$ cat src/rtl/piso_pkg.sv
// Shared types and constants for the piso32_tx serialiser.
package piso_pkg;

  localparam int unsigned PISO_WIDTH_DEFAULT = 32;

  typedef enum logic {
    IDLE  = 1'b0,
    SHIFT = 1'b1
  } piso_state_e;

endpackage

$ cat src/rtl/piso32_tx_if.sv
// Parallel-in handshake plus serial-out signals of piso32_tx.
interface piso32_tx_if
  import piso_pkg::*;
#(
  parameter int unsigned WIDTH = PISO_WIDTH_DEFAULT
);

  logic             in_valid;
  logic [WIDTH-1:0] in_data;
  logic             in_ready;
  logic             sout;
  logic             sout_valid;
  logic             sout_last;
  logic             busy;

  modport master (
    output in_valid, in_data,
    input  in_ready, sout, sout_valid, sout_last, busy
  );

  modport slave (
    input  in_valid, in_data,
    output in_ready, sout, sout_valid, sout_last, busy
  );

endinterface

$ cat src/rtl/piso_shreg.sv
// Loadable shift register; shifts toward the output end, vacated bits fill with 0.
module piso_shreg
  import piso_pkg::*;
#(
  parameter int unsigned WIDTH     = PISO_WIDTH_DEFAULT,
  parameter bit          MSB_FIRST = 1'b1
) (
  input  logic             clk,
  input  logic             reset,
  input  logic             load_i,
  input  logic             shift_i,
  input  logic [WIDTH-1:0] data_i,
  output logic             bit_o
);

  logic [WIDTH-1:0] shift_q;
  logic [WIDTH-1:0] shift_d;

  always_comb begin
    shift_d = shift_q;
    if (load_i) begin
      shift_d = data_i;
    end else if (shift_i) begin
      shift_d = MSB_FIRST ? {shift_q[WIDTH-2:0], 1'b0} : {1'b0, shift_q[WIDTH-1:1]};
    end
  end

  always_ff @(posedge clk) begin
    if (reset) begin
      shift_q <= '0;
    end else begin
      shift_q <= shift_d;
    end
  end

  assign bit_o = MSB_FIRST ? shift_q[WIDTH-1] : shift_q[0];

endmodule

$ cat src/rtl/piso32_tx.sv
// Parallel-to-serial transmitter: handshake FSM and bit counter around piso_shreg.
module piso32_tx
  import piso_pkg::*;
#(
  parameter int unsigned WIDTH     = PISO_WIDTH_DEFAULT,
  parameter bit          MSB_FIRST = 1'b1
) (
  input  logic        clk,
  input  logic        reset,
  piso32_tx_if.slave  bus
);

  localparam int unsigned     CW       = $clog2(WIDTH);
  localparam logic [CW-1:0]   LAST_CNT = CW'(WIDTH - 1);

  piso_state_e   state_q;
  logic [CW-1:0] cnt_q;
  logic [CW-1:0] cnt_d;
  logic          ready_q;
  logic          valid_q;
  logic          last_q;
  logic          hs;
  logic          sh_bit;

  assign hs    = bus.in_valid & ready_q;
  assign cnt_d = cnt_q + 1'b1;

  // ready/last are registered one cycle ahead so the last-bit cycle can accept a word.
  always_ff @(posedge clk) begin
    if (reset) begin
      state_q <= IDLE;
      cnt_q   <= '0;
      ready_q <= 1'b1;
      valid_q <= 1'b0;
      last_q  <= 1'b0;
    end else begin
      case (state_q)
        IDLE: begin
          if (hs) begin
            state_q <= SHIFT;
            cnt_q   <= '0;
            ready_q <= 1'b0;
            valid_q <= 1'b1;
            last_q  <= 1'b0;
          end
        end
        SHIFT: begin
          if (last_q) begin
            cnt_q  <= '0;
            last_q <= 1'b0;
            if (hs) begin
              ready_q <= 1'b0;
            end else begin
              state_q <= IDLE;
              ready_q <= 1'b1;
              valid_q <= 1'b0;
            end
          end else begin
            cnt_q   <= cnt_d;
            last_q  <= (cnt_d == LAST_CNT);
            ready_q <= (cnt_d == LAST_CNT);
          end
        end
        default: state_q <= IDLE;
      endcase
    end
  end

  piso_shreg #(
    .WIDTH     (WIDTH),
    .MSB_FIRST (MSB_FIRST)
  ) u_shreg (
    .clk     (clk),
    .reset   (reset),
    .load_i  (hs),
    .shift_i (valid_q & ~hs),
    .data_i  (bus.in_data),
    .bit_o   (sh_bit)
  );

  assign bus.in_ready   = ready_q;
  assign bus.sout_valid = valid_q;
  assign bus.sout_last  = last_q;
  assign bus.busy       = valid_q;
  assign bus.sout       = valid_q & sh_bit;

endmodule

$ cat src/flat_wrapper.sv
// flat-port wrapper written by rule: the top's interface ports become plain ports
module piso32_tx_flat import piso_pkg::*;
#(
  parameter int unsigned WIDTH     = PISO_WIDTH_DEFAULT,
  parameter bit          MSB_FIRST = 1'b1
)
  (clk, reset, bus_in_valid, bus_in_data, bus_in_ready, bus_sout, bus_sout_valid, bus_sout_last, bus_busy);
  piso32_tx_if #(.WIDTH(WIDTH)) bus_i ();
  input  logic clk;
  input  logic reset;
  input wire logic [$bits(bus_i.in_valid)-1:0] bus_in_valid;
  input wire logic [$bits(bus_i.in_data)-1:0] bus_in_data;
  output wire logic [$bits(bus_i.in_ready)-1:0] bus_in_ready;
  output wire logic [$bits(bus_i.sout)-1:0] bus_sout;
  output wire logic [$bits(bus_i.sout_valid)-1:0] bus_sout_valid;
  output wire logic [$bits(bus_i.sout_last)-1:0] bus_sout_last;
  output wire logic [$bits(bus_i.busy)-1:0] bus_busy;
  assign bus_i.in_valid = bus_in_valid;
  assign bus_i.in_data = bus_in_data;
  assign bus_in_ready = bus_i.in_ready;
  assign bus_sout = bus_i.sout;
  assign bus_sout_valid = bus_i.sout_valid;
  assign bus_sout_last = bus_i.sout_last;
  assign bus_busy = bus_i.busy;
  piso32_tx #(.WIDTH(WIDTH), .MSB_FIRST(MSB_FIRST)) u_core (.clk(clk), .reset(reset), .bus(bus_i));
endmodule
$ cat config.mk
export PLATFORM = sky130hd
export DESIGN_NAME = piso32_tx_flat
export DESIGN_NICKNAME = d
export VERILOG_FILES = /design/src/rtl/piso_pkg.sv /design/src/rtl/piso32_tx_if.sv /design/src/rtl/piso_shreg.sv /design/src/rtl/piso32_tx.sv /design/src/flat_wrapper.sv
export SDC_FILE = /design/constraint.sdc
export NUM_CORES = 1
export LEC_CHECK = 0
export ABC_AREA = 1
export BUFFER_PORTS_ARGS = -buffer_cell sky130_fd_sc_hd__buf_2
export CAP_MARGIN = 20
export CORE_MARGIN = 4
export CORE_UTILIZATION = 45
export CTS_CLUSTER_SIZE = 10
export DETAILED_ROUTE_END_ITERATION = 12
export PLACE_DENSITY = 0.81
export SLEW_MARGIN = 20
export SYNTH_ARGS = -nofsm -noshare
export SYNTH_HDL_FRONTEND = slang
export SYNTH_SLANG_ARGS = --single-unit
$ cat constraint.sdc
create_clock -name clk -period 1.1 [get_ports clk]
set_input_delay 0.22 -clock clk [delete_from_list [all_inputs] [get_ports clk]]
set_output_delay 0.22 -clock clk [all_outputs]
set_load 0.05 [all_outputs]
==> impl_metrics.env, run 1 <==
export IMPL_outcome="finished, violations left"
export IMPL_violations="negative setup slack"
export IMPL_rsz0062_at_grt="yes"
export IMPL_clkTransAtPathRegs_ns=0.08
export IMPL_clockBufferDepth=2
export IMPL_pwr_density_cell_mw_per_mm2=1400
export IMPL_setup_slack_ns=-0.0827
export IMPL_p_leak_nw=0.940
export IMPL_drc=0
export IMPL_routed_wl_um=4400
export IMPL_min_period_over_period_pct=108
export IMPL_grtUsageTotal_pct=17.2
export IMPL_netlist_instances=241
export IMPL_setup_worst_path_start_class="flip-flop"
export IMPL_grt_pass1_wl_um=6970
export IMPL_r2r_end="u_core.bus.sout_last$_SDFFE_PP0P_"
export IMPL_maxCapViolCount=0
export IMPL_via_per_inst=5.22
export IMPL_place_inst=324
export IMPL_synth_top_area_share_pct=45.7
export IMPL_diodes=0
export IMPL_path_max_fanout=4
export IMPL_hold_violations=0
export IMPL_synth_nets=278
export IMPL_hpwl_um=2760
export IMPL_cts_made_buffers=5
export IMPL_crit_type="reg2out"
export IMPL_relSlewSlack_pct=84.8
export IMPL_placementRows=22
export IMPL_async_flop_share_pct=0
export IMPL_antenna_left=0
export IMPL_routedWlPerCell_um=13.1
export IMPL_fin_skew_ns=0.00539
export IMPL_port_buffers=39
export IMPL_slew_violations=0
export IMPL_antenna_found_initial=0
export IMPL_syn_to_final_growth_pct=33.2
export IMPL_grt_max_degree=33
export IMPL_cts_sinks=41
export IMPL_htree_levels=2
export IMPL_cts_root_buf="clkbuf_8"
export IMPL_start_util_pct=47.6
export IMPL_dieArea_mm2=0.00507
export IMPL_die_width_um=71.2
export IMPL_synth_ff_type="dfxtp_1"
export IMPL_min_period_ns=1.18
export IMPL_fmax_ghz=0.845
export IMPL_final_util_pct=63.5
export IMPL_peakVddDrop_v=0.000966
export IMPL_r2r_slack_ns=-0.04
export IMPL_finalNetCount=326
export IMPL_finalSetupViolCount=4
export IMPL_io_pins=40
export IMPL_yosysMostFrequentCell="a21oi_1"
export IMPL_end_kind="output pin"
export IMPL_worstSetupStartpoint="u_core.bus.busy$_SDFFE_PP0P_"
export IMPL_whs_path_depth=3
export IMPL_ctsHoldBuffers=0
export IMPL_timing_rr_start="u_core.cnt_q[1]$_SDFFE_PP0P_"
export IMPL_die_y_um=71.2
export IMPL_hold_path_class="in2reg"
export IMPL_grt_pass1_vias=1586
export IMPL_grt_overflow=0
export IMPL_drt_iter0_markers=147
export IMPL_worstPathArrival_ns=0.96
export IMPL_yosysUniqueCellTypes=22
export IMPL_yosysTopAreaCell="dfxtp_1"
export IMPL_drive_above_1_share_pct=33.2
export IMPL_endpoint="bus_sout"
export IMPL_synth_edf_count=0
export IMPL_firstDrtPassIters=4
export IMPL_yosys_warnings=0
export IMPL_synth_seq_area_share_pct=45.7
export IMPL_ys_ff_latch=41
export IMPL_layout_cells_non_filler=337
export IMPL_syn_area_mm2=0.00180
export IMPL_ys_top_cells_by_count="a21oi_1 (64), nand2_1 (50), dfxtp_1 (41)"
export IMPL_required_ns=0.88
export IMPL_synthTopCellsByArea="dfxtp_1 (46%), a21oi_1 (18%), nand2_1 (10%), o21ai_0 (8.6%), buf_2 (2.5%)"
export IMPL_fp_coreArea_mm2=0.00377
export IMPL_vias=1758
export IMPL_cts_tree="done"
export IMPL_synth_avg_cell_area_um2=7.46
export IMPL_gp_congestion=0.883
export IMPL_worstRegToRegCells=7
export IMPL_clk_insertion_delay_late_ns=0.30
export IMPL_worst_slew_pin_slew_ns=0.226
report_power, final:
group	internal (mW)	leakage [nW]	total (mW)	switching, mW
Combinational	0.292	0.555	0.663	0.371
Sequential	1.61	0.341	1.70	0.0850
Clock	0.498	0.0443	0.994	0.496
Total	2.40	0.940	3.36	0.952
kinds of logic (layout without fill, tap and decap cells):
| group | count (synthesis) | count (layout) | synth area share, % |
|---|---|---|---|
| flip-flops | 41 | 41 | 45.7 |
| adder cells (fa/ha/maj) | 2 | 2 | 1.39 |
| buffers and inverters | 32 | 80 | 9.19 |
| AO/OA/AOI/OAI | 101 | 101 | 28.9 |
| AND/OR/NAND/NOR | 65 | 65 | 14.8 |
routing by layer:
layer	vias up	share of wire [%]	global-route usage (%)
met2	69	47	26.8
met3	8	7.6	3.84
li1	913	-	-
met5	-	0	0
met4	0	2.7	8.14
met1	768	43	22.4
worst max-delay path, stage by stage (launching register included):
cell and delay (ns):
dfxtp_4 0.37, nand2_4 0.07, clkinvlp_4 0.08, buf_8 0.15
area by class of cell:
class / count / area (um^2)
fill: 323 / 1380
multi-input combinational: 168 / 910
sequential: 41 / 837
timing repair buffer: 58 / 420
clock buffer: 7 / 86.3
inverter: 14 / 71.3
tap: 48 / 60.1
timing repair inverter: 1 / 8.76
flip-flops by register name (all words and copies together), names as in the netlist:
name / flops
u_core.bus.in_ready: 1
u_core.bus.sout_last: 1
u_core.state_q: 1
u_core.bus.busy: 1
u_core.cnt_q: 5
u_core.u_shreg.shift_q: 32
cell usage in the layout (no fill, tap or decap), drive strengths merged:
cell type	instances
ha	2
a211oi	1
nand3	8
o211ai	1
nor2	3
o21ai	31
or2	1
a21oi	65
nand4	2
nand2	51
buf	58
clkinv	1
inv	13
a31oi	2
clkbuf	7
dfxtp	41
o21a	1
clkinvlp	1
timing repair:
action | in CTS | in global routing
resized for setup | 21 | 25
buffers inserted | 2 | 3
pin swaps | 3 | 8
endpoints found under the setup margin | 16 | 19
cloned | 0 | 1
worst min path at each step:
| stage | startpoint | to | slack (ns) |
|---|---|---|---|
| detailed placement | u_core.u_shreg.shift_q[28]$_SDFFE_PP0P_ | u_core.u_shreg.shift_q[29]$_SDFFE_PP0P_ | 0.45 |
| CTS | bus_in_data[0] | u_core.u_shreg.shift_q[0]$_SDFFE_PP0P_ | 0.17 |
| finish | bus_in_data[0] | u_core.u_shreg.shift_q[0]$_SDFFE_PP0P_ | 0.18 |
| global route | bus_in_data[0] | u_core.u_shreg.shift_q[0]$_SDFFE_PP0P_ | 0.21 |
| floorplan | bus_in_data[0] | u_core.u_shreg.shift_q[0]$_SDFFE_PP0P_ | 0.37 |
| global placement | u_core.u_shreg.shift_q[28]$_SDFFE_PP0P_ | u_core.u_shreg.shift_q[29]$_SDFFE_PP0P_ | 0.45 |
through the flow:
stage	setup slack [ns]	setup TNS, ns	hold WS, ns	instance area, um^2	power, mW
global placement	-0.0341	-0.0934	0.446	2090	2.28
global route	-0.117	-0.496	0.208	2390	3.52
floorplan	-0.124	-0.124	0.367	1820	2.12
CTS	-0.0745	-0.189	0.174	2270	3.31
finish	-0.0827	-0.257	0.184	2390	3.36
detailed placement	-0.0561	-0.228	0.450	2090	2.29
(Power assumes the default switching activity.)
==> run 2, diff against run 1 <==
--- a/config.mk
+++ b/config.mk
@@ -13,6 +13,7 @@
 export CTS_CLUSTER_SIZE = 10
 export DETAILED_ROUTE_END_ITERATION = 12
 export PLACE_DENSITY = 0.81
+export SKIP_CTS_REPAIR_TIMING = 1
 export SLEW_MARGIN = 20
 export SYNTH_ARGS = -nofsm -noshare
 export SYNTH_HDL_FRONTEND = slang
==> impl_metrics.env, run 2 (synthesis gave the netlist of run 1 again) <==
export IMPL_violations="negative setup slack"
export IMPL_clockBufferDepth=2
export IMPL_cts_made_buffers=5
export IMPL_drive_above_1_share_pct=32.4
export IMPL_pwr_density_cell_mw_per_mm2=1420
export IMPL_required_ns=0.88
export IMPL_final_common_cell="a21oi_1"
export IMPL_placementRows=22
export IMPL_grt_overflow=0
export IMPL_rsz0062_at_grt="yes"
export IMPL_worst_slew_pin_slew_ns=0.282
export IMPL_drt_iter0_markers=147
export IMPL_antenna_left=0
export IMPL_end_kind="output pin"
export IMPL_clk_insertion_delay_late_ns=0.29
export IMPL_diodes=0
export IMPL_setup_slack_ns=-0.0865
export IMPL_min_period_over_period_pct=108
export IMPL_routed_wl_um=4190
export IMPL_fp_coreArea_mm2=0.00377
export IMPL_die_width_um=71.2
export IMPL_largest_register="u_core.u_shreg.shift_q"
export IMPL_path_max_fanout=5
export IMPL_io_pins=40
export IMPL_cts_root_buf="clkbuf_8"
export IMPL_hold_start="bus_in_data[0]"
export IMPL_htree_levels=2
export IMPL_p_clk_share_pct=29.6
export IMPL_maxCapViolCount=0
export IMPL_vias=1737
export IMPL_grt_pass1_wl_um=6690
export IMPL_syn_to_final_growth_pct=30.0
export IMPL_min_period_ns=1.19
export IMPL_internal_power_mw=2.39
export IMPL_hpwl_um=2760
export IMPL_switchingPower_uw=918
export IMPL_finalNetCount=324
export IMPL_p_leak_nw=0.924
export IMPL_grtUsageTotal_pct=16.5
export IMPL_port_buffers=39
export IMPL_worstSetupStartpoint="u_core.bus.busy$_SDFFE_PP0P_"
export IMPL_gp_congestion=0.883
export IMPL_crit_type="reg2out"
export IMPL_hold_path_class="in2reg"
export IMPL_largest_register_ffs=32
export IMPL_finalSetupTns_ns=-0.312
export IMPL_switching_share_pct=27.7
export IMPL_antenna_found_initial=0
export IMPL_firstDrtPassIters=4
export IMPL_worstPathArrival_ns=0.97
export IMPL_grt_pass1_vias=1552
export IMPL_start_util_pct=47.6
export IMPL_hold_violations=0
export IMPL_grt_max_degree=33
export IMPL_fill_cells=342
export IMPL_via_per_inst=5.19
export IMPL_slew_violations=0
export IMPL_setup_worst_path_start_class="flip-flop"
export IMPL_drc=0
export IMPL_fmax_ghz=0.843
export IMPL_relSlewSlack_pct=81.2
export IMPL_final_cell_mix="a21oi_1 (60), nand2_1 (45), dfxtp_1 (36), buf_2 (34), o21ai_0 (30)"
export IMPL_place_ws_ns=-0.0561
export IMPL_seq_power_share_pct=51.2
export IMPL_peakVddDrop_v=0.00103
export IMPL_outcome="finished, violations left"
export IMPL_reg_top3="u_core.u_shreg.shift_q x32, u_core.cnt_q x5"
export IMPL_cts_tree="done"
export IMPL_clkTransAtPathRegs_ns=0.07
export IMPL_routedWlPerCell_um=12.5
export IMPL_cts_sinks=41
export IMPL_dieArea_mm2=0.00507
export IMPL_die_y_um=71.2
export IMPL_timing_rr_start="u_core.cnt_q[1]$_SDFFE_PP0P_"
export IMPL_finalSetupViolCount=6
export IMPL_fin_skew_ns=0.00209
export IMPL_power_frac_comb_pct=19.2
run 2: worst paths after layout:
| check | to | slack, ns | depth (start not counted) |
|---|---|---|---|
| hold reg to reg | u_core.u_shreg.shift_q[21]$_SDFFE_PP0P_ | 0.46 | 2 |
| setup reg to reg | u_core.bus.sout_last$_SDFFE_PP0P_ | -0.05 | 7 |
| setup / recovery | bus_sout | -0.09 | 3 |
| hold / removal | u_core.u_shreg.shift_q[0]$_SDFFE_PP0P_ | 0.19 | 3 |
run 2: final cells by class:
class                   count  area [um^2]  area share, %
multi-input cells         168          893           38.2
flip-flops and latches     41          837           35.8
clock buffers               7         86.3           3.70
well taps                  48         60.1           2.57
inverters                  14         61.3           2.62
repair buffers             57          398           17.0
run 2: metrics by stage:
| stage | total power [mW] | area (um^2) | cells | hold WS [ns] | util, % |
|---|---|---|---|---|---|
| 2_1_floorplan | 2.12 | 1820 | 241 | 0.367 | - |
| 3_3_place_gp | 2.28 | 2090 | 324 | 0.446 | 55.4 |
| 3_5_place_dp | 2.29 | 2090 | 324 | 0.450 | 55.4 |
| 4_1_cts | 3.26 | 2180 | 331 | 0.174 | 57.7 |
| 5_1_grt | 3.48 | 2340 | 335 | 0.211 | 61.9 |
| 6_report | 3.31 | 2340 | 335 | 0.188 | 61.9 |
run 2: power groups by stage:
stage	combinational, mW	clock, mW	sequential (mW)
final	0.636	0.981	1.70
after global routing	0.716	1.05	1.71
after CTS	0.574	1.00	1.69
after detailed placement	0.570	0	1.72
after global placement	0.560	0	1.72
after floorplan	0.384	0	1.73
run 2: routing by layer:
layer	routed length, um	vias up	global-route usage [%]
met2	1970	47	26.3
li1	-	908	-
met3	231	9	3.84
met1	1890	773	20.7
met4	97	0	8.14
met5	0	-	0
run 2: critical path, stage by stage, from the launching register on:
cell and delay, ns:
dfxtp_4 0.37, nand2_4 0.07, clkinvlp_4 0.08, buf_8 0.15
==> run 3, diff against run 2 <==
--- a/config.mk
+++ b/config.mk
@@ -13,6 +13,7 @@
 export CTS_CLUSTER_SIZE = 10
 export DETAILED_ROUTE_END_ITERATION = 12
 export PLACE_DENSITY = 0.81
+export RECOVER_POWER = 100
 export SKIP_CTS_REPAIR_TIMING = 1
 export SLEW_MARGIN = 20
 export SYNTH_ARGS = -nofsm -noshare
==> constraint.sdc (replaced) <==
create_clock -name clk -period 1.1 [get_ports clk]
set_input_delay 0.11 -clock clk [delete_from_list [all_inputs] [get_ports clk]]
set_output_delay 0.11 -clock clk [all_outputs]
set_load 0.05 [all_outputs]
==> impl_metrics.env, run 3 (synthesis gave the netlist of run 1 again) <==
export IMPL_grt_overflow=0
export IMPL_htree_levels=2
export IMPL_hold_start="bus_in_data[0]"
export IMPL_largest_register="u_core.u_shreg.shift_q"
export IMPL_required_ns=0.99
export IMPL_multi_input_area_um2=887
export IMPL_grt_max_degree=34
export IMPL_grt_pass1_wl_um=6800
export IMPL_crit_type="reg2out"
export IMPL_hold_violations=0
export IMPL_clk_insertion_delay_late_ns=0.29
export IMPL_finalSetupViolCount=7
export IMPL_wl_met2_um=2080
export IMPL_maxCapViolCount=0
export IMPL_p_leak_nw=0.896
export IMPL_vias=1786
export IMPL_setup_slack_ns=-0.0877
export IMPL_timing_rr_start="u_core.cnt_q[1]$_SDFFE_PP0P_"
export IMPL_port_buffers=39
export IMPL_r2r_end="u_core.bus.sout_last$_SDFFE_PP0P_"
export IMPL_diodes=0
export IMPL_io_pins=40
export IMPL_seq_area_um2=837
export IMPL_cts_made_buffers=5
export IMPL_drc=0
export IMPL_worst_path_dominant_cell_family="flip-flops"
export IMPL_final_common_cell="a21oi_1"
export IMPL_place_inst=321
export IMPL_firstDrtPassIters=4
export IMPL_crit_chain="buf_6 > nand2_4 > clkinvlp_4 > buf_8"
export IMPL_fp_coreArea_mm2=0.00377
export IMPL_outcome="finished, violations left"
export IMPL_cts_root_buf="clkbuf_8"
export IMPL_dieArea_mm2=0.00507
export IMPL_layout_cells_non_filler=332
export IMPL_placed_cell_area_mm2=0.00205
export IMPL_die_y_um=71.2
export IMPL_whs_ns=0.0782
export IMPL_wl_met3_um=298
export IMPL_r2r_slack_ns=-0.08
export IMPL_setup_worst_path_start_class="flip-flop"
export IMPL_wl_met1_um=1870
export IMPL_clkTransAtPathRegs_ns=0.07
export IMPL_routed_wl_um=4280
export IMPL_whs_path_depth=3
export IMPL_crit_buf_inv=3
export IMPL_grtUsageTotal_pct=16.2
export IMPL_violations="negative setup slack"
export IMPL_end_kind="output pin"
export IMPL_path_max_fanout=3
export IMPL_final_cell_mix="a21oi_1 (62), nand2_1 (42), dfxtp_1 (36), buf_2 (34), o21ai_0 (24)"
export IMPL_syn_to_final_growth_pct=27.3
export IMPL_slowest_stage="dfxtp_4"
export IMPL_clockBufferDepth=2
export IMPL_worst_slew_pin_slew_ns=0.293
export IMPL_slew_violations=0
export IMPL_peakVddDrop_v=0.000944
export IMPL_cts_sinks=41
export IMPL_drt_iter0_markers=155
export IMPL_min_period_over_period_pct=108
export IMPL_top_layer="met4"
export IMPL_reg_top3="u_core.u_shreg.shift_q x32, u_core.cnt_q x5"
export IMPL_hold_path_class="in2reg"
export IMPL_grt_pass1_vias=1614
export IMPL_placementRows=22
export IMPL_via_per_inst=5.38
export IMPL_start_util_pct=47.6
export IMPL_antenna_found_initial=0
export IMPL_hpwl_um=2700
export IMPL_rsz0062_at_grt="yes"
export IMPL_fmax_ghz=0.842
export IMPL_fill_cells=340
export IMPL_fin_skew_ns=0.00335
export IMPL_cpPeakStageDelay_ns=0.37
export IMPL_die_width_um=71.2
export IMPL_drive_above_1_share_pct=32.0
export IMPL_worstPathArrival_ns=1.08
export IMPL_cts_tree="done"
export IMPL_hold_path_end="u_core.u_shreg.shift_q[0]$_SDFFE_PP0P_"
export IMPL_relSlewSlack_pct=80.5
export IMPL_pwr_density_cell_mw_per_mm2=1440
export IMPL_final_cell_area_mm2=0.00229
export IMPL_routedWlPerCell_um=12.9
export IMPL_worstRegToRegCells=7
export IMPL_min_period_ns=1.19
export IMPL_antenna_left=0
export IMPL_largest_register_ffs=32
export IMPL_gp_congestion=0.816
export IMPL_finalNetCount=321
export IMPL_final_util_pct=60.7
-- run 3: how the worst max path moves through the flow --
| stage | startpoint | to | slack (ns) | depth (start not counted) |
|---|---|---|---|---|
| CTS | u_core.bus.busy$_SDFFE_PP0P_ | bus_busy | -0.24 | 2 |
| global placement | u_core.bus.in_ready$_SDFFE_PP1P_ | u_core.bus.busy$_SDFFE_PP0P_ | -0.09 | 4 |
| global route | u_core.cnt_q[1]$_SDFFE_PP0P_ | u_core.bus.sout_last$_SDFFE_PP0P_ | -0.14 | 7 |
| finish | u_core.bus.busy$_SDFFE_PP0P_ | bus_sout | -0.09 | 4 |
| detailed placement | u_core.bus.in_ready$_SDFFE_PP1P_ | u_core.bus.busy$_SDFFE_PP0P_ | -0.13 | 4 |
| floorplan | u_core.bus.busy$_SDFFE_PP0P_ | bus_sout | -0.04 | 4 |
-- run 3: routing by layer --
metal	up-vias	track usage, %
met5	-	0
met4	0	3.34
met3	7	5.54
met2	45	26.8
met1	827	20.3
li1	907	-
-- run 3: area by class of cell --
type	count	share of cell area (%)
repair buffers	54	15.4
well taps	48	2.63
flip-flops and latches	41	36.6
inverters	14	2.79
multi-input cells	168	38.8
clock buffers	7	3.77
-- run 3: worst register-to-register path: stages, from the launching register on --
cell and delay [ns]:
dfxtp_4 0.39, ha_4 0.16, nand3_2 0.09, nand2_2 0.10, nand2_2 0.05, nor2_2 0.13
nand2_2 0.08, a21oi_2 0.12
-- run 3: through the flow --
stage | total power, mW | setup slack [ns] | TNS (ns)
final | 3.29 | -0.0877 | -0.313
after global placement | 2.25 | -0.0896 | -0.224
after global routing | 3.47 | -0.144 | -1.09
after floorplan | 2.11 | -0.0441 | -0.0441
after CTS | 3.24 | -0.236 | -1.39
after detailed placement | 2.27 | -0.130 | -0.446
-- run 3: power breakdown --
part | leakage, nW | internal, mW | switching (mW)
Clock | 0.0443 | 0.498 | 0.482
Sequential | 0.341 | 1.61 | 0.0820
Combinational | 0.510 | 0.258 | 0.356
Total | 0.896 | 2.37 | 0.920
